--- src/rtl/riscv_pkg.sv ---
// Shared processor-wide constants and the fetch buffer entry type.
// Every pipeline stage imports this package.
package riscv_pkg;

  localparam int XLEN    = 32;
  localparam int ILEN    = 32;
  localparam int PC_STEP = 4;

  // Canonical NOP (addi x0, x0, 0), used downstream when a bubble is inserted
  localparam logic [ILEN-1:0] NOP_INSTR = 32'h0000_0013;

  typedef struct packed {
    logic [XLEN-1:0] pc;
    logic [ILEN-1:0] instr;
  } fetch_entry_t;

endpackage

--- src/rtl/fetch_fifo.sv ---
// Synchronous FIFO for fetched {pc, instr} entries.
// It supports flush, simultaneous push/pop, a count output and a combinational head.
module fetch_fifo
  import riscv_pkg::*;
#(
  parameter  int DEPTH = 2,
  localparam int PW    = $clog2(DEPTH),
  localparam int CW    = PW + 1
) (
  input  logic         clk,
  input  logic         rst,
  input  logic         flush,
  input  logic         push,
  input  logic         pop,
  input  fetch_entry_t wr_entry,
  output fetch_entry_t head,
  output logic [CW-1:0] count
);

  fetch_entry_t    r_mem [DEPTH];
  logic [PW-1:0]   r_wr_ptr;
  logic [PW-1:0]   r_rd_ptr;
  logic [CW-1:0]   r_count;

  // A flush discards every entry, including any pop in the same cycle (that pop is already consumed).
  always_ff @(posedge clk or negedge rst) begin
    if (!rst) begin
      for (int i = 0; i < DEPTH; i++) begin
        r_mem[i] <= '0;
      end
      r_wr_ptr <= '0;
      r_rd_ptr <= '0;
      r_count  <= '0;
    end else if (flush) begin
      r_wr_ptr <= '0;
      r_rd_ptr <= '0;
      r_count  <= '0;
    end else begin
      if (push) begin
        r_mem[r_wr_ptr] <= wr_entry;
        r_wr_ptr        <= r_wr_ptr + PW'(1);
      end
      if (pop) begin
        r_rd_ptr <= r_rd_ptr + PW'(1);
      end
      r_count <= r_count + CW'(push) - CW'(pop);
    end
  end

  assign head  = r_mem[r_rd_ptr];
  assign count = r_count;

endmodule

--- src/rtl/fetch_unit.sv ---
// Pipeline front end: owns the PC, buffers fetched words and hands them to decode.
// It also handles redirects and halts once the PC leaves the populated memory.
module fetch_unit
  import riscv_pkg::*;
#(
  parameter logic [XLEN-1:0] RESET_PC   = 32'h0000_0000,
  parameter int              FIFO_DEPTH = 2,
  parameter int              MEM_BYTES  = 1001
) (
  input  logic            clk,
  input  logic            rst,
  output logic [XLEN-1:0] pc,
  input  logic [ILEN-1:0] instr_code,
  input  logic            redirect_valid,
  input  logic [XLEN-1:0] redirect_pc,
  input  logic            id_ready,
  output logic            id_valid,
  output logic [ILEN-1:0] id_instr,
  output logic [XLEN-1:0] id_pc,
  output logic            fetch_halt
);

  localparam int            CW        = $clog2(FIFO_DEPTH) + 1;
  localparam logic [XLEN:0] LAST_BYTE = (XLEN + 1)'(MEM_BYTES - 1);

  // Evaluated one bit wider than the PC so an address near 2^32 cannot wrap into range
  function automatic logic in_range_f(input logic [XLEN-1:0] addr);
    return ({1'b0, addr} + (XLEN + 1)'(3)) <= LAST_BYTE;
  endfunction

  logic [XLEN-1:0] r_pc;
  logic            r_halt;
  logic [XLEN-1:0] w_pc_next;
  logic            w_in_range;
  logic            w_pop;
  logic            w_can_push;
  logic            w_push;
  logic [CW-1:0]   w_count;
  fetch_entry_t    w_head;
  fetch_entry_t    w_wr_entry;

  assign w_in_range = in_range_f(r_pc);
  assign id_valid   = (w_count != '0);
  assign w_pop      = id_valid & id_ready;
  assign w_can_push = (w_count < CW'(FIFO_DEPTH)) | w_pop;
  assign w_push     = w_in_range & w_can_push & ~redirect_valid;
  assign w_wr_entry = '{pc: r_pc, instr: instr_code};

  always_comb begin
    w_pc_next = r_pc;
    if (redirect_valid) begin
      w_pc_next = redirect_pc & ~XLEN'(3);
    end else if (w_push) begin
      w_pc_next = r_pc + XLEN'(PC_STEP);
    end else begin
      w_pc_next = r_pc;
    end
  end

  // A stalled PC holds, so the same word is simply re-read on the next cycle
  always_ff @(posedge clk or negedge rst) begin
    if (!rst) begin
      r_pc   <= RESET_PC;
      r_halt <= 1'b0;
    end else begin
      r_pc   <= w_pc_next;
      r_halt <= ~in_range_f(w_pc_next);
    end
  end

  fetch_fifo #(
    .DEPTH (FIFO_DEPTH)
  ) u_fifo (
    .clk      (clk),
    .rst      (rst),
    .flush    (redirect_valid),
    .push     (w_push),
    .pop      (w_pop),
    .wr_entry (w_wr_entry),
    .head     (w_head),
    .count    (w_count)
  );

  assign pc         = r_pc;
  assign id_instr   = w_head.instr;
  assign id_pc      = w_head.pc;
  assign fetch_halt = r_halt;

endmodule

--- config.mk ---
export PLATFORM = sky130hd
export DESIGN_NAME = fetch_unit
export DESIGN_NICKNAME = d
export VERILOG_FILES = /design/src/rtl/riscv_pkg.sv /design/src/rtl/fetch_fifo.sv /design/src/rtl/fetch_unit.sv
export SDC_FILE = /design/constraint.sdc
export NUM_CORES = 1
export LEC_CHECK = 0
export CAP_MARGIN = 20
export CORE_MARGIN = 1.5
export CORE_UTILIZATION = 40
export DETAILED_ROUTE_END_ITERATION = 7
export GPL_ROUTABILITY_DRIVEN = 0
export PLACE_DENSITY_LB_ADDON = 0.08
export SETUP_SLACK_MARGIN = 0.2
export SLEW_MARGIN = 15
export SYNTH_ARGS = -nofsm -noshare
export SYNTH_HDL_FRONTEND = slang
export SYNTH_SLANG_ARGS = --single-unit
--- constraint.sdc ---
create_clock -name clk -period 4.9 [get_ports clk]
set_clock_uncertainty 0.1 [all_clocks]
set_input_delay 0.49 -clock clk [delete_from_list [all_inputs] [get_ports clk]]
set_output_delay 0.49 -clock clk [all_outputs]
set_load 0.02 [all_outputs]
Word level (Yosys, flattened, before mapping)
Index checks and enable logic that the tools add are counted.

$lt $le $gt $ge: 6. Add/sub/neg operators: 7. Muxes and demuxes: 13. Reductions and logical operators: 5. Bitwise gates (word level): 8.

Operators by type and width (number): $mux 64 (4); $bwmux 128 (1); $add 32x2->33 const B (2); $le 33x10->1 const B (2); $demux 64 s1 (1); $mux 32 (2); $add 32x3->32 const B (1); $reduce_bool 2->1 (3); $ge 2x2->1 const B (2); $mux 1 (4); $not 1->2 (2); $and 1x1->1 (3); $add 1x1->1 const B (2); $add 2x1->2 (1); $lt 2x1->1 const B (1); $lt 2x2->1 const B (1); $mux 2 (1); $not 1->1 (2); $reduce_and 2->1 (1); $sub 2x1->2 (1); $logic_and 1x1->1 (1); $or 1x1->1 (1).

Input bits: 68. Register bits after elaboration: 165. Word-level logic and storage cells: 48. Output and inout port bits: 98.

Longest topological paths before layout
Gate-level depths: netlist (run 1).

Depth in word-level cells: 10. Gate-level depth with buffers: 16.

Hierarchy
Synthesis (run 1) repeated with hierarchy kept, for this count alone.

Cell total of the unflattened synthesis: 685. Area total of the unflattened synthesis: 8924.8 sq um.

Modules (own cells, without submodules): fetch_fifo (seq. area each 3303.2 sq um, area each 6048.3 sq um, times used 1, cells an instance 358); fetch_unit (seq. area each 825.8 sq um, area each 2876.5 sq um, times used 1, cells an instance 327).

Worst setup path before layout (run 1)
Ideal clock, no wire load.

Path type: register to register. Start point: register r_pc[2], in the netlist pc[2]. End point: register r_halt, in the netlist fetch_halt. Period minus slack after synthesis: 4.282 ns. Path slack: 0.618 ns. Data required time: 4.662 ns. Arrival: 4.044 ns. Buffers on the path: 0. Cell stages (with the launch flop): 14. Path through: dfrtp_1 ha_1 o2111ai_4 or4_1 or4b_1 a22oi_1 nand4_2 or4_4 o21ai_4 nor4_4 a2111oi_4 a31oi_1 nor4_1 nand4b_1.

Word-level cells in the longest chain between the ends: 9. Elaborated cells between the ends (all ways): 10.

Ends and longest elaborated chain: start: declaration (RTL line fetch_unit.sv:31) `logic [XLEN-1:0] r_pc;`; start signal: assignment (RTL line fetch_unit.sv:66) `r_pc <= w_pc_next;`; $add 32x2->33 (RTL line fetch_unit.sv:28) `return ({1'b0, addr} + (XLEN + 1)'(3)) <= LAST_BYTE;`; $le 33x10->1 (RTL line fetch_unit.sv:28); $and 1x1->1 (2 in series) (RTL line fetch_unit.sv:46) `assign w_push = w_in_range & w_can_push & ~redirect_valid;`; $mux 32 (*) (RTL line fetch_unit.sv:53) `end else if (w_push) begin`; $mux 32 (*) (RTL line fetch_unit.sv:51) `if (redirect_valid) begin`; $add 32x2->33 (*) (RTL line fetch_unit.sv:28); $le 33x10->1 (*) (RTL line fetch_unit.sv:28); $not 1->1 (*) (RTL line fetch_unit.sv:67) `r_halt <= ~in_range_f(w_pc_next);`; end signal: assignment (RTL line fetch_unit.sv:67); end: declaration (RTL line fetch_unit.sv:32) `logic r_halt;`.

Mark *: on every way between the ends. The rest lies on a longest branch, timed or not. A chain may end at the register's enable or synchronous reset.

Final worst setup path (run 1)
Start point: register r_pc[3], in the netlist pc[3]. End point: register r_halt, in the netlist fetch_halt.

Same word-level chain as after synthesis.

==> results of run 1 <==
## worst min-delay path by stage
stage / end / slack (ns) / cells past startpoint
6_report: u_fifo.r_mem[7] / 0.03 / 1
5_1_grt: u_fifo.r_mem[69] / 0.1 / 1
4_1_cts: u_fifo.r_mem[7] / 0.1 / 1
3_5_place_dp: u_fifo.r_mem[123] / 0.38 / 1
3_3_place_gp: u_fifo.r_mem[58] / 0.38 / 1
2_1_floorplan: fetch_halt / 0.09 / 0
## flip-flops by register name, indices dropped and copies added (netlist names)
name	cells
fetch_halt	1
pc	32
u_fifo.count	2
u_fifo.r_mem	128
u_fifo.r_rd_ptr	1
u_fifo.r_wr_ptr	1
## report_power, final
part | internal [mW] | total, mW | switching, mW
Combinational | 0.168 | 0.379 | 0.211
Clock | 0.664 | 1.26 | 0.596
Sequential | 1.39 | 1.43 | 0.0452
## timing repair
action / CTS / global route
setup buffers: 0 / 2
setup endpoints to repair: 0 / 45
gates resized for setup: 0 / 18
## worst max-delay path: stages (launching register included)
cell and delay (ns):
dfrtp_1 0.36, ha_2 0.27, o2111ai_4 0.14, or4_1 0.56, or4b_1 0.55, a22oi_2 0.24
nand4_2 0.22, or4_4 0.62, o21ai_4 0.12, nor4_4 0.10, buf_4 0.16, a2111oi_4 0.32
a31oi_1 0.09, nor4_2 0.29, nand4b_1 0.15
## logic make-up after synthesis
group                      after synthesis
and+or+nand+nor                        219
buffers and inverters                   61
xor gates and xnor gates                19
adders and majority gates                3
AOI/OAI and AO/OA                       79
muxes                                  174
DFF                                    165
## layout by cell type, fill, tap and decap left out, types with 16 or more instances in the layout
cell type        count
clkdlybuf4s50_1    161
nor2b_1             48
clkbuf_16           17
inv_1               18
nand2_1             31
nand4_1             20
nand3_1             19
buf_4               24
nor2_1              26
dfrtp_1            153
o21ai_0             16
mux2_2             161
## layout make-up
| cell class | count | area share |
|---|---|---|
| clock buffers | 18 | 0.0390 |
| well taps | 270 | 0.0307 |
| multi-input cells | 494 | 0.369 |
| clock inverters | 14 | 0.0110 |
| inverters | 18 | 0.00614 |
| repair buffers | 189 | 0.168 |
| flip-flops and latches | 165 | 0.377 |
## layer usage
metal	global-route usage	wire (um)	vias up	share of wire
met5	0	0	-	0
met4	0.0649	371	0	0.017
met3	0.0491	1440	35	0.067
met2	0.332	10200	242	0.47
met1	0.269	9520	3157	0.44
li1	-	-	2940	-
## through the flow
stage | std cells | cell area [um2] | power [mW]
finish | 1168 | 11000 | 3.07
global route | 1168 | 11000 | 3.21
CTS | 1166 | 10900 | 3.10
detailed placement | 1134 | 10400 | 1.83
global placement | 1134 | 10400 | 1.82
floorplan | 720 | 8410 | 1.63
==> results.md, run 1 <==
* Num rows at 52
* Post-synth EDFFs at 0
* Initial Utilization at 0.412
* Setup TNS at 0 ns
* Synth Area in Simple Gates at 0.153
* Gr ovfl total at 0
* CTS Buffer Depth at 2
* Achievable clock frequency at between 0.2 and 0.25 GHz
* CP Data Required Time at around 5.1 ns
* Die height at between 100 and 150 um
* Setup crit start: pc[3]
* Antenna violations before repair at 0
* Final WS setup at about 0.47 ns
* Area of the multi-input gates at ~0.0041 mm2
* Yosys reg bits at roughly 170
* Max-Cap Viols at 0
* Vias per Instance at around 5.5
* Clock sinks at about 170
* Total track usage at 0.204
* Mux contribution to synthesized area at 0.231
* Setup WS pre-CTS at around 0.34 ns
* Crit path DAT at ~4.6 ns
* Register area share after synthesis at 0.491
* IO Port Bufs at between 150 and 200
* Ys Warns at 0
* Mapped Nets at between 700 and 800
* Crit path launch type: flop
* Share of the synthesized area in the top cell type at 0.491
* Worst r2r src: pc[3]
* Async S/R FF share, synth at 1.00
* Ports at roughly 170
* Layout cells sized above 1 at 0.285
* Root Buffer: clkbuf_16
* Setup CP Type: reg2reg
* Die area at 0.0219 mm2
* Xor and xnor area share after synthesis at 0.0198
* Prevailing post-synth register cell: dfrtp_1
* Rel. slew slack at 0.353
* Synth Cell Area at ~0.0084 mm2
* Die Width at 148 um
* Clk slew on worst S/H paths at about 0.07 ns
* P&R area growth vs syn at 30.9%
* Worst R2R End: fetch_halt
* Vias at between 6000 and 7000
* RSZ-0062 raised after global routing: no
* Drt first-iter violations at 400
* Largest family of logic cells by synthesized area: multiplexers
* Final hold slack at approximately 0.033 ns
* First-pass GRT wire length at between 30 and 40 mm
* Post-layout util at 0.539
* Core footprint at approximately 0.020 mm2
* Worst-margin pin slew at 0.971 ns
* WL/cell at 18.5 um
* Crit path capture: fetch_halt
* # diodes at 0
* Hold Path Class: in2async
* Fill cell count at between 1500 and 2000
* Largest net degree at the start of global routing at between 100 and 150
* Mapped Cells at approximately 700
* CTS tree: yes
* Peak supply drop at 0.000230 V
* Post-DP HPWL at ~15 mm
* Final Critical Period at between 4 and 5 ns
* # nets final at approximately 960
* Worst skew pair latency at 0.42 ns
* Final Hold Vio Count at 0
* Dominant cells by area after synthesis: dfrtp_1, mux2_2, nor2b_1, mux2i_1, nand4_1
* Adder-cell share of the synthesized area at 0.00446
* Most frequent cell after synthesis: dfrtp_1
* LEAKAGE at around 4.9 nW
* Max Slew Vio Count at 0
* Vias in the first global route at about 6600
* Setup-failing EPs final at 0
* Most instantiated cells after synthesis: dfrtp_1, mux2_2, nor2b_1
* Post-Route WL at roughly 22 mm
* Total CTS buffers at 17
* PD cells at 279 mW/mm2
* R2R Setup Slk at around 0.47 ns
* CP Max Fanout at 7
* Max H-tree Level at 4
* Leading area contributor after synthesis: dfrtp_1
* Seq. cell area at approximately 0.0041 mm2
* Worst r2r path cells at 14
* Post-synthesis compound-gate area fraction at 0.0683
* DRC at 0
* Final cycle utilization of the critical path at 0.904
* DRT Pass-1 Iters at 8
* Post-route ant nets at 0
* Post-CTS Hold Buffers at 0
* Crit. End Element: flop
* Syn Area/Cell at roughly 12 um2
* Unique masters post-synth at 67
* Status: finished clean
Note: power is estimated with default switching activity, not from simulation.
==> run 2: changes to the inputs <==
CORE_MARGIN = default   (was 1.5)
==> results.md, run 2 (synthesis results as in run 1) <==
* Final WS setup at 0.402 ns
* IO Port Bufs at approximately 160
* DRT Pass-1 Iters at 5
* Setup WS pre-CTS at around 0.28 ns
* Achievable clock frequency at 0.222 GHz
* Peak supply drop at approximately 0.00023 V
* Worst r2r path cells at 13
* Setup CP Type: reg2reg
* Worst r2r src: pc[0]
* Die area at 0.0216 mm2
* PD cells at 287 mW/mm2
* Post-layout instance area at ~0.011 mm2
* Max Slew Vio Count at 0
* Max H-tree Level at 4
* Status: finished clean
* Layout cells sized above 1 at 0.277
* # nets final at 960
* Initial Utilization at 0.412
* Worst-margin pin slew at between 0.9 and 1 ns
* Setup-failing EPs final at 0
* Area after DPL at approximately 0.010 mm2
* LEAKAGE at between 4 and 5 nW
* CP Data Required Time at approximately 5.1 ns
* Clock sinks at 165
* Final cycle utilization of the critical path at 0.918
* Num rows at between 50 and 60
* Commonest non-fill, non-tap cells in the layout: mux2_2, dfrtp_1, clkdlybuf4s50_1
* Crit path DAT at approximately 4.7 ns
* Worst skew pair latency at between 0.4 and 0.5 ns
* CP Buf/Inv Count at 1
* Setup TNS at 0 ns
* Largest net degree at the start of global routing at approximately 110
* Cell family with most CP delay: simple AND/OR/NAND/NOR gates
* Final Hold Vio Count at 0
* P&R area growth vs syn at 31.6%
* Crit-path most repeated cell: or4_4
* Vias at between 6000 and 7000
* Total CTS buffers at 17
* Crit. End Element: flop
* Crit path launch type: flop
* RSZ-0062 raised after global routing: no
* Gr ovfl total at 0
* Ports at around 170
* Post-Route WL at between 20 and 25 mm
* Crit path largest cell delay at around 0.67 ns
* Root Buffer: clkbuf_16
* Die height at between 100 and 150 um
* Rel. slew slack at 0.354
* CP Max Fanout at 11
* Drt first-iter violations at ~400
* Total power at roughly 3.2 mW
* Crit path max-delay cell type: or4b_1
* Antenna violations before repair at 0
* Stages on the worst setup path at 13
* # diodes at 0
* Vias per Instance at between 5 and 6
* CTS Buffer Depth at 2
* Post-route ant nets at 0
* First-pass GRT wire length at between 30 and 40 mm
* Total track usage at 0.208
* Max-Cap Viols at 0
* Die Width at about 150 um
* Hold Path Class: in2async
* CTS tree: yes
* WL/cell at between 15 and 20 um
* Post-DP HPWL at between 10 and 15 mm
* Clk slew on worst S/H paths at approximately 0.080 ns
* Post-layout util at 0.541
* Vias in the first global route at 6633
* DRC at 0
* Core footprint at 0.0204 mm2
* Critical-path cell list: nor2_1, or4_4, nor4_2, a21boi_1, or4b_1, or4_4, o21ai_4, nor4_4, buf_4, a2111oi_4, a31oi_1, nor4_1, nand4b_1
* Final Critical Period at roughly 4.5 ns
* Register with the most flip-flops: u_fifo.r_mem
* Max reg flops at between 100 and 150
* Setup crit start: pc[0]
## run 2: through the flow
stage	instances	hold slack (ns)
floorplan	720	0.0944
CTS	1169	0.125
finish	1172	0.374
global placement	1137	0.377
detailed placement	1137	0.381
global route	1172	0.381
## run 2: final timing paths
path	endpoint	slack [ns]
worst min register to register	u_fifo.r_mem[124]	0.40
worst min-delay path	u_fifo.r_mem[7]	0.37
min in group clk	u_fifo.r_mem[124]	0.40
max in group asynchronous	u_fifo.r_rd_ptr	3.17
worst max-delay path	fetch_halt	0.40
worst max register to register	fetch_halt	0.40
## run 2: repair_timing
action	4_1_cts	5_1_grt
resized for setup	0	7
endpoints found under the hold margin	0	22
hold buffers	0	1
endpoints found under the setup margin	0	2
setup buffers	0	1
## run 2: power by group
part | total (mW) | switching, mW | internal (mW)
combinational | 0.387 | 0.215 | 0.172
clock | 1.36 | 0.657 | 0.700
sequential | 1.43 | 0.0421 | 1.39
total | 3.17 | 0.914 | 2.26
## run 2: cell type report
type / count / area (um2)
fill: 1768 / 9370
clock buffer: 18 / 439
timing repair buffer: 193 / 1890
inverter: 18 / 67.6
multi-input combinational: 494 / 4030
sequential: 165 / 4140
tap: 270 / 338
clock inverter: 14 / 159
## run 2: routing by layer
layer  vias to the layer above  part of all wire  track usage
met2                       255              0.46        0.329
li1                       2963                 -            -
met5                         -                 0            0
met4                         0             0.015       0.0696
met3                        29             0.057       0.0370
met1                      3224              0.46        0.288
